==> config.mk <==
export PLATFORM = sky130hd
export DESIGN_NAME = mem_requester
export DESIGN_NICKNAME = d
export VERILOG_FILES = /design/src/rtl/mem_pkg.sv /design/src/rtl/mem_requester.sv
export SDC_FILE = /design/constraint.sdc
export NUM_CORES = 1
export LEC_CHECK = 0
export CORE_ASPECT_RATIO = 0.9
export CORE_UTILIZATION = 25
export CTS_BUF_LIST = sky130_fd_sc_hd__clkbuf_8 sky130_fd_sc_hd__clkbuf_16
export CTS_CLUSTER_DIAMETER = 200
export DETAILED_ROUTE_END_ITERATION = 10
export SLEW_MARGIN = 5
export SYNTH_ARGS = -nofsm -noshare
export SYNTH_HDL_FRONTEND = slang
export SYNTH_SLANG_ARGS = --single-unit
==> constraint.sdc <==
create_clock -name clk_i -period 1.4 [get_ports clk_i]
set_clock_uncertainty 0.15 [all_clocks]
set_input_delay 0.28 -clock clk_i [delete_from_list [all_inputs] [get_ports clk_i]]
set_output_delay 0.28 -clock clk_i [all_outputs]
set_load 0.05 [all_outputs]
==> src/rtl/mem_pkg.sv <==
// Shared types and helpers for the memory requester: burst size codes,
// requester FSM states and the burst-length decode.
package mem_pkg;

    localparam int unsigned DATA_W             = 32;
    localparam int unsigned ADDR_W             = 32;
    localparam int unsigned WORD_CNT_W         = 4;
    localparam int unsigned DRAIN_CNT_W        = 5;
    localparam int unsigned DRAIN_CYCLES_DEF   = 18;

    // Burst size code as understood by the memory.
    typedef enum logic [1:0] {
        SIZE_1W  = 2'd0,
        SIZE_4W  = 2'd1,
        SIZE_8W  = 2'd2,
        SIZE_16W = 2'd3
    } size_e;

    // Requester FSM states.
    typedef enum logic [2:0] {
        ST_DRAIN = 3'd0,
        ST_IDLE  = 3'd1,
        ST_ISSUE = 3'd2,
        ST_WAIT  = 3'd3,
        ST_DATA  = 3'd4,
        ST_WRITE = 3'd5
    } state_e;

    // Number of words in a burst for a given size code (1, 4, 8 or 16).
    function automatic logic [4:0] burst_len(input size_e size);
        logic [4:0] len;
        case (size)
            SIZE_1W:  len = 5'd1;
            SIZE_4W:  len = 5'd4;
            SIZE_8W:  len = 5'd8;
            SIZE_16W: len = 5'd16;
            default:  len = 5'd1;
        endcase
        return len;
    endfunction

endpackage

==> src/rtl/mem_requester.sv <==
// Initiator-side controller for the single-port burst word memory.
// Takes one client request at a time, pulses the memory enable for exactly
// one cycle, then registers the returned burst words into a valid-tagged
// response stream. Writes are single-word and produce no response.
module mem_requester
    import mem_pkg::*;
#(
    parameter int unsigned DRAIN_CYCLES = DRAIN_CYCLES_DEF
) (
    input  logic                  clk_i,
    input  logic                  reset_i,

    input  logic                  req_valid_i,
    output logic                  req_ready_o,
    input  logic                  req_write_i,
    input  logic [1:0]            req_size_i,
    input  logic [ADDR_W-1:0]     req_addr_i,
    input  logic [DATA_W-1:0]     req_wdata_i,

    output logic                  rsp_valid_o,
    output logic [DATA_W-1:0]     rsp_data_o,
    output logic [WORD_CNT_W-1:0] rsp_index_o,
    output logic                  rsp_last_o,

    output logic                  mem_enable_o,
    output logic                  mem_rd_wr_o,
    output logic [1:0]            mem_access_size_o,
    output logic [ADDR_W-1:0]     mem_addr_o,
    output logic [DATA_W-1:0]     mem_data_in_o,
    input  logic [DATA_W-1:0]     mem_data_out_i
);

    localparam logic [DRAIN_CNT_W-1:0] DRAIN_INIT = DRAIN_CNT_W'(DRAIN_CYCLES);

    // FSM and counters
    state_e                  state_q,     state_d;
    logic [DRAIN_CNT_W-1:0]  drain_cnt_q, drain_cnt_d;
    logic [WORD_CNT_W-1:0]   word_cnt_q,  word_cnt_d;
    logic [WORD_CNT_W-1:0]   last_idx_q,  last_idx_d;

    // Registered memory-side outputs (also hold the latched request)
    logic                    mem_enable_q, mem_enable_d;
    logic                    mem_rd_wr_q,  mem_rd_wr_d;
    size_e                   mem_size_q,   mem_size_d;
    logic [ADDR_W-1:0]       mem_addr_q,   mem_addr_d;
    logic [DATA_W-1:0]       mem_wdata_q,  mem_wdata_d;

    // Registered client-side response outputs
    logic                    rsp_valid_q,  rsp_valid_d;
    logic [DATA_W-1:0]       rsp_data_q,   rsp_data_d;
    logic [WORD_CNT_W-1:0]   rsp_index_q,  rsp_index_d;
    logic                    rsp_last_q,   rsp_last_d;

    // Decode of the incoming request
    size_e                   req_size;
    logic [4:0]              req_len;
    logic [WORD_CNT_W-1:0]   req_last_idx;
    logic [ADDR_W-1:0]       req_word_addr;
    logic                    unused_addr_lsb;

    assign req_size        = size_e'(req_size_i);
    assign req_len         = burst_len(req_size);
    assign req_last_idx    = WORD_CNT_W'(req_len - 5'd1);
    assign req_word_addr   = {req_addr_i[ADDR_W-1:2], 2'b00};
    assign unused_addr_lsb = ^req_addr_i[1:0];

    // Next-state and next-output logic of the requester FSM.
    always_comb begin
        state_d      = state_q;
        drain_cnt_d  = drain_cnt_q;
        word_cnt_d   = word_cnt_q;
        last_idx_d   = last_idx_q;
        mem_enable_d = 1'b0;
        mem_rd_wr_d  = mem_rd_wr_q;
        mem_size_d   = mem_size_q;
        mem_addr_d   = mem_addr_q;
        mem_wdata_d  = mem_wdata_q;
        rsp_valid_d  = 1'b0;
        rsp_last_d   = 1'b0;
        rsp_data_d   = rsp_data_q;
        rsp_index_d  = rsp_index_q;

        case (state_q)
            ST_DRAIN: begin
                // Memory is kept idle; whatever it still streams is ignored.
                mem_rd_wr_d = 1'b1;
                if (drain_cnt_q > 5'd1) begin
                    drain_cnt_d = drain_cnt_q - 5'd1;
                end else begin
                    drain_cnt_d = 5'd0;
                    state_d     = ST_IDLE;
                end
            end

            ST_IDLE: begin
                if (req_valid_i) begin
                    mem_enable_d = 1'b1;
                    mem_addr_d   = req_word_addr;
                    word_cnt_d   = 4'd0;
                    if (req_write_i) begin
                        mem_rd_wr_d = 1'b0;
                        mem_size_d  = SIZE_1W;
                        mem_wdata_d = req_wdata_i;
                        state_d     = ST_WRITE;
                    end else begin
                        mem_rd_wr_d = 1'b1;
                        mem_size_d  = req_size;
                        last_idx_d  = req_last_idx;
                        state_d     = ST_ISSUE;
                    end
                end else begin
                    state_d = ST_IDLE;
                end
            end

            ST_ISSUE: begin
                // Enable was high for this cycle only; the default drops it.
                state_d = ST_WAIT;
            end

            ST_WAIT: begin
                // Memory is loading its first word.
                state_d = ST_DATA;
            end

            ST_DATA: begin
                rsp_valid_d = 1'b1;
                rsp_data_d  = mem_data_out_i;
                rsp_index_d = word_cnt_q;
                if (word_cnt_q == last_idx_q) begin
                    rsp_last_d = 1'b1;
                    word_cnt_d = 4'd0;
                    state_d    = ST_IDLE;
                end else begin
                    rsp_last_d = 1'b0;
                    word_cnt_d = word_cnt_q + 4'd1;
                    state_d    = ST_DATA;
                end
            end

            ST_WRITE: begin
                // Memory commits the write at the end of this cycle.
                mem_rd_wr_d = 1'b1;
                state_d     = ST_IDLE;
            end

            default: begin
                state_d     = ST_DRAIN;
                drain_cnt_d = DRAIN_INIT;
                mem_rd_wr_d = 1'b1;
            end
        endcase
    end

    // State, counter and output registers; reset restarts the drain window.
    always_ff @(posedge clk_i) begin
        if (reset_i) begin
            state_q      <= ST_DRAIN;
            drain_cnt_q  <= DRAIN_INIT;
            word_cnt_q   <= 4'd0;
            last_idx_q   <= 4'd0;
            mem_enable_q <= 1'b0;
            mem_rd_wr_q  <= 1'b1;
            mem_size_q   <= SIZE_1W;
            mem_addr_q   <= 32'd0;
            mem_wdata_q  <= 32'd0;
            rsp_valid_q  <= 1'b0;
            rsp_data_q   <= 32'd0;
            rsp_index_q  <= 4'd0;
            rsp_last_q   <= 1'b0;
        end else begin
            state_q      <= state_d;
            drain_cnt_q  <= drain_cnt_d;
            word_cnt_q   <= word_cnt_d;
            last_idx_q   <= last_idx_d;
            mem_enable_q <= mem_enable_d;
            mem_rd_wr_q  <= mem_rd_wr_d;
            mem_size_q   <= mem_size_d;
            mem_addr_q   <= mem_addr_d;
            mem_wdata_q  <= mem_wdata_d;
            rsp_valid_q  <= rsp_valid_d;
            rsp_data_q   <= rsp_data_d;
            rsp_index_q  <= rsp_index_d;
            rsp_last_q   <= rsp_last_d;
        end
    end

    assign req_ready_o       = (state_q == ST_IDLE);
    assign rsp_valid_o       = rsp_valid_q;
    assign rsp_data_o        = rsp_data_q;
    assign rsp_index_o       = rsp_index_q;
    assign rsp_last_o        = rsp_last_q;
    assign mem_enable_o      = mem_enable_q;
    assign mem_rd_wr_o       = mem_rd_wr_q;
    assign mem_access_size_o = mem_size_q;
    assign mem_addr_o        = mem_addr_q;
    assign mem_data_in_o     = mem_wdata_q;

endmodule

== Word-level counts from Yosys, hierarchy flattened ==
Index checks and enable logic that the tools add are counted.

* Register bits after elaboration: 120
* Memories kept: 0
* Memory bits (writable): 0
* Latch bits: 0
* ROM bits: 0
* Bits of input ports: 102

* Multiplexer cells: 18
* Magnitude comparators: 1
* $mul: 0
* Bitwise operators: 4
* Add/sub/neg operators: 3
* Equality and inequality tests: 11
* Shift-type cells: 0
* Reductions and logical operators: 12
* Div/mod/pow operators: 0

{| class="wikitable"
|+ Operators by type and width
! cell !! count
|-
| case mux 3 bit (6 select lines) || 1
|-
| case mux 4 bit (4 select lines) || 1
|-
| 2-to-1 mux 3 bit || 4
|-
| case mux 5 bit (2 select lines) || 1
|-
| 2-to-1 mux 4 bit || 2
|-
| case mux 4 bit (2 select lines) || 1
|-
| == test 3 x 2 -> 1 bit (second input constant) || 2
|-
| == test 3 bit (second input constant) || 2
|-
| AND reduction 2 bit || 3
|-
| AND reduction 3 bit || 2
|-
| greater-than comparator 5 x 1 -> 1 bit (second input constant) || 1
|-
| 2-to-1 mux 1 bit || 5
|-
| 2-to-1 mux 5 bit || 1
|-
| OR reduction 5 bit || 1
|-
| subtractor 5 x 1 -> 5 bit (second input constant) || 1
|-
| adder 4 x 1 -> 4 bit (second input constant) || 1
|-
| == test 2 bit (second input constant) || 2
|-
| == test 4 bit || 1
|-
| inequality test 2 bit (second input constant) || 2
|-
| inverter 1 bit || 4
|-
| OR reduction 2 bit || 2
|-
| subtractor 4 x 1 -> 4 bit (second input constant) || 1
|-
| == test 3 x 1 -> 1 bit (second input constant) || 1
|-
| logical NOT 3 bit || 1
|-
| other kinds (6) || 6
|}

== Logic depth before layout (Yosys ltp) ==
* Depth in word-level cells: 4
* Gate-level depth with buffers: 8

== Least setup slack after synthesis ==
Ideal clock, no wire load.

* Path type: flip-flop to output port
* Start point: reg state_q[2]
* End point: out req_ready_o
* Required time: 0.970 ns
* Arrival time: 1.786 ns
* Cell stages (with the launch flop): 4
* Setup slack: -0.816 ns
* Cells stage by stage: dfxtp_1 buf_6 clkbuf_1 nor3b_1

* Word-level cells in the longest chain between the ends: 1

{| class="wikitable"
|+ RTL lines
! item !! line !! source
|-
| from (decl) || mem_requester.sv:36 || <nowiki>state_e state_q, state_d;</nowiki>
|-
| from (signal assigned) || mem_requester.sv:172 || <nowiki>state_q <= state_d;</nowiki>
|-
| == test 3 x 1 -> 1 bit || mem_requester.sv:188 || <nowiki>assign req_ready_o = (state_q == ST_IDLE);</nowiki>
|-
| to (decl) || mem_requester.sv:14 || <nowiki>output logic req_ready_o,</nowiki>
|}

No other way between the ends.

== Worst setup path after layout ==
* Start point: reg state_q[2]
* End point: reg mem_addr_q[30] (netlist: mem_addr_o[30])

* Word-level cells in the longest chain between the ends: 2

{| class="wikitable"
|+ RTL lines
! item !! line !! source
|-
| == test 3 x 1 -> 1 bit || mem_requester.sv:83 || <nowiki>case (state_q)</nowiki>
|-
| AND reduction 2 bit (no line) || -- ||
|-
| to (signal assigned) || mem_requester.sv:179 || <nowiki>mem_addr_q <= mem_addr_d;</nowiki>
|-
| to (decl) || mem_requester.sv:45 || <nowiki>logic [ADDR_W-1:0] mem_addr_q, mem_addr_d;</nowiki>
|}

No other way between the ends.
A chain may end at the register's enable or synchronous reset.

==> results.yml <==
floorplanning:
  die_area_um2: 18300
  ios: 209
  row_count: 45
  start_util_pct: 25.9
  core_um2: 17100
  die_y_um: 128
  fp.dieW_um: 142
yosys:
  synth.most_common_cell: "nand2_1"
  yosys.cell_types.count: 38
  synth_async_sr_flop_share_pct: 0
  yosys-top-cells-count: "nand2_1, dfxtp_1, a21oi_1"
  avgSynthCellArea_um2: 7.99
  synth-seq-area-share_pct: 53.7
  synth.cell_area_um2: 4430
  synth_top_cell_by_area: "dfxtp_1"
  syn_inst: 555
  ys_warn_count: 0
  synth_edf_count: 0
  synth_ff_type: "dfxtp_1"
  synth_top_area_share_pct: 53.7
  ys_ff_latch: 119
  synth_area_leaders: "dfxtp_1, nand2_1, a21oi_1, clkbuf_1, buf_2"
global_routing:
  grt_max_degree: 46
  globalRouteOverflowTotal: 0
  grt_first_pass_wirelength_mm: 24.6
  grt_usage_pct: 17.5
  grt_pass1_vias: 4749
  antenna_found_initial: 0
place:
  dp_hpwl_mm: 9.95
  postPlaceCellArea_um2: 8030
  io_buffer_count: 204
  gp_congestion: 0.795
setup_path:
  critPathMaxStageDelay_ns: 0.35
  cp_max_fo: 5
  cpMaxStageDelayCell: "dfxtp_4"
  r2r_cells: 8
  endpoint_kind: "register"
  path_class: "reg -> reg"
  cp.required_ns: 1.58
  crit_path_frequent_cell: "buf_6"
  cp_cell_sequence: "buf_6 -> and4bb_2 -> buf_6 -> buf_8 -> buf_6 -> buf_8 -> nand2_4 -> a21oi_2"
  arrival_ns: 1.91
  start_kind: "register"
finish:
  ff_latch_area_um2: 2490
  multi_input_area_um2: 2870
  finalNetCount: 930
  utilization_pct: 61.3
  drive_gt1_share_pct: 59.4
  area_delta_synth_final_pct: 137
  final_area_um2: 10500
  final.fill_count: 1356
  num_antenna_cells: 0
cts:
  cts-root-buf: "clkbuf_16"
  clk_latency_ns: 0.41
  ctsHoldBuffers: 0
  cts_buffer_depth: 2
  h-tree-depth: 4
  numCtsBuffers: 17
  tritoncts: "done"
  path_clk_slew_ns: 0.05
  cts_sinks: 119
timing:
  fin_crit_sh_pct: 123
  fmax_mhz: 579
  slew_violations: 0
  fin_crit_ns: 1.73
  grt_setup_unrepaired: "yes"
  setup_viol: 119
  hold_viol: 0
  fin_ws_ns: -0.327
flow_run:
  max_cap_violations: 0
drt:
  viasPerCell: 4.53
  drc: 0
  routed_wl_mm: 17.8
  final_antenna_net_count: 0
  via_count: 4846
  drtIter0Drc: 152
  firstDrtPassIters: 5
  wl_per_cell_um: 16.6
outcome:
  status: "complete, but fails checks"
  violations: "setup timing"
hold_path:
  hold_path_depth: 2
  min_path_type: "in -> reg"
power_and_ir_drop:
  power_leakage_nw: 3.96
  ir_drop_mv: 0.838
  power-per-cell-area_nw_per_um2: 958
==> cell type report <==
| type | count | area share, % |
|---|---|---|
| repair buffers | 293 | 40.8 |
| multi-input cells | 390 | 27.3 |
| flip-flops and latches | 119 | 23.7 |
| clock inverters | 8 | 0.584 |
| well taps | 235 | 2.80 |
| inverters | 4 | 0.143 |
| clock buffers | 21 | 4.58 |
==> per-stage QoR <==
stage	setup TNS [ns]	power [mW]	instances	setup WS (ns)	hold WS [ns]
after floorplan	-3.05	4.49	556	-0.0915	0.266
after global placement	-40.81	5.47	1001	-0.540	0.328
after detailed placement	-43.07	5.48	1001	-0.583	0.331
after CTS	-27.47	9.79	1060	-0.347	0.00876
after global routing	-32.79	10.4	1070	-0.375	0.0486
final	-27.38	10.1	1070	-0.327	0.0475
==> registers in the layout, indices dropped and copies added, names as in the netlist, 3 cells and up <==
signal         cells
drain_cnt_q        5
last_idx_q         3
rsp_data_o        32
mem_addr_o        30
mem_data_in_o     32
rsp_index_o        4
word_cnt_q         4
state_q            3
==> cells by family (layout without fill, tap and decap cells) <==
logic type,Yosys count,in the layout,share of synthesized area [%]
flip-flops,119,119,53.7
AND/OR/NAND/NOR,244,244,22.4
AO/OA/AOI/OAI,137,137,16.6
buffers and inverters,47,326,5.53
adder cells (fa/ha/maj),3,3,0.847
multiplexers,1,1,0.226
XOR/XNOR,3,3,0.593
other,1,2,0.0846
==> worst max-delay path, delay by kind of cell (launching register included) <==
kind | cells | cell delay [ns]
buffers and inverters | 5 | 0.64
and+or+nand+nor | 2 | 0.38
DFF | 1 | 0.35
AOI/OAI and AO/OA | 1 | 0.13
==> layout by cell type (no fill, tap or decap), types with 9 or more instances in the layout <==
master | netlist | final
nand2_4 | 0 | 68
nand2_1 | 206 | 111
nand2_2 | 0 | 26
buf_12 | 0 | 118
inv_1 | 4 | 9
clkdlybuf4s50_1 | 0 | 98
a21oi_2 | 0 | 80
buf_6 | 4 | 28
clkbuf_16 | 0 | 22
buf_4 | 6 | 33
a21oi_1 | 112 | 32
dfxtp_2 | 0 | 75
dfxtp_1 | 119 | 40
==> metal layers <==
| layer | vias up | GRT usage (%) | share of wire (%) |
|---|---|---|---|
| met3 | 21 | 8.26 | 8.5 |
| met2 | 164 | 28.3 | 49 |
| met1 | 2286 | 19.9 | 41 |
| met4 | 0 | 6.77 | 1.5 |
| li1 | 2375 | - | - |
| met5 | - | 0 | 0 |
==> power breakdown <==
part | switching, mW | internal [mW] | total (mW)
Sequential | 0.123 | 3.53 | 3.65
Combinational | 1.10 | 1.24 | 2.33
Clock | 1.51 | 2.56 | 4.07
Total | 2.73 | 7.32 | 10.1
==> worst paths after layout <==
path / slack [ns] / to / start
worst max-delay path: -0.33 / mem_addr_o[30]$_SDFFE_PP0N_ / state_q[2]$_SDFFE_PP0P_
worst min-delay path: 0.05 / drain_cnt_q[0]$_SDFFE_PP0N_ / reset_i
worst max register to register: -0.33 / mem_addr_o[30]$_SDFFE_PP0N_ / state_q[2]$_SDFFE_PP0P_
worst min register to register: 0.32 / mem_addr_o[21]$_SDFFE_PP0N_ / mem_addr_o[21]$_SDFFE_PP0N_
==> repair_timing <==
action,4_1_cts,5_1_grt
buffers inserted,19,11
gates cloned,12,6
pin swaps,33,127
setup endpoints to repair,120,169
gates resized for setup,107,310
(Power assumes the default switching activity.)
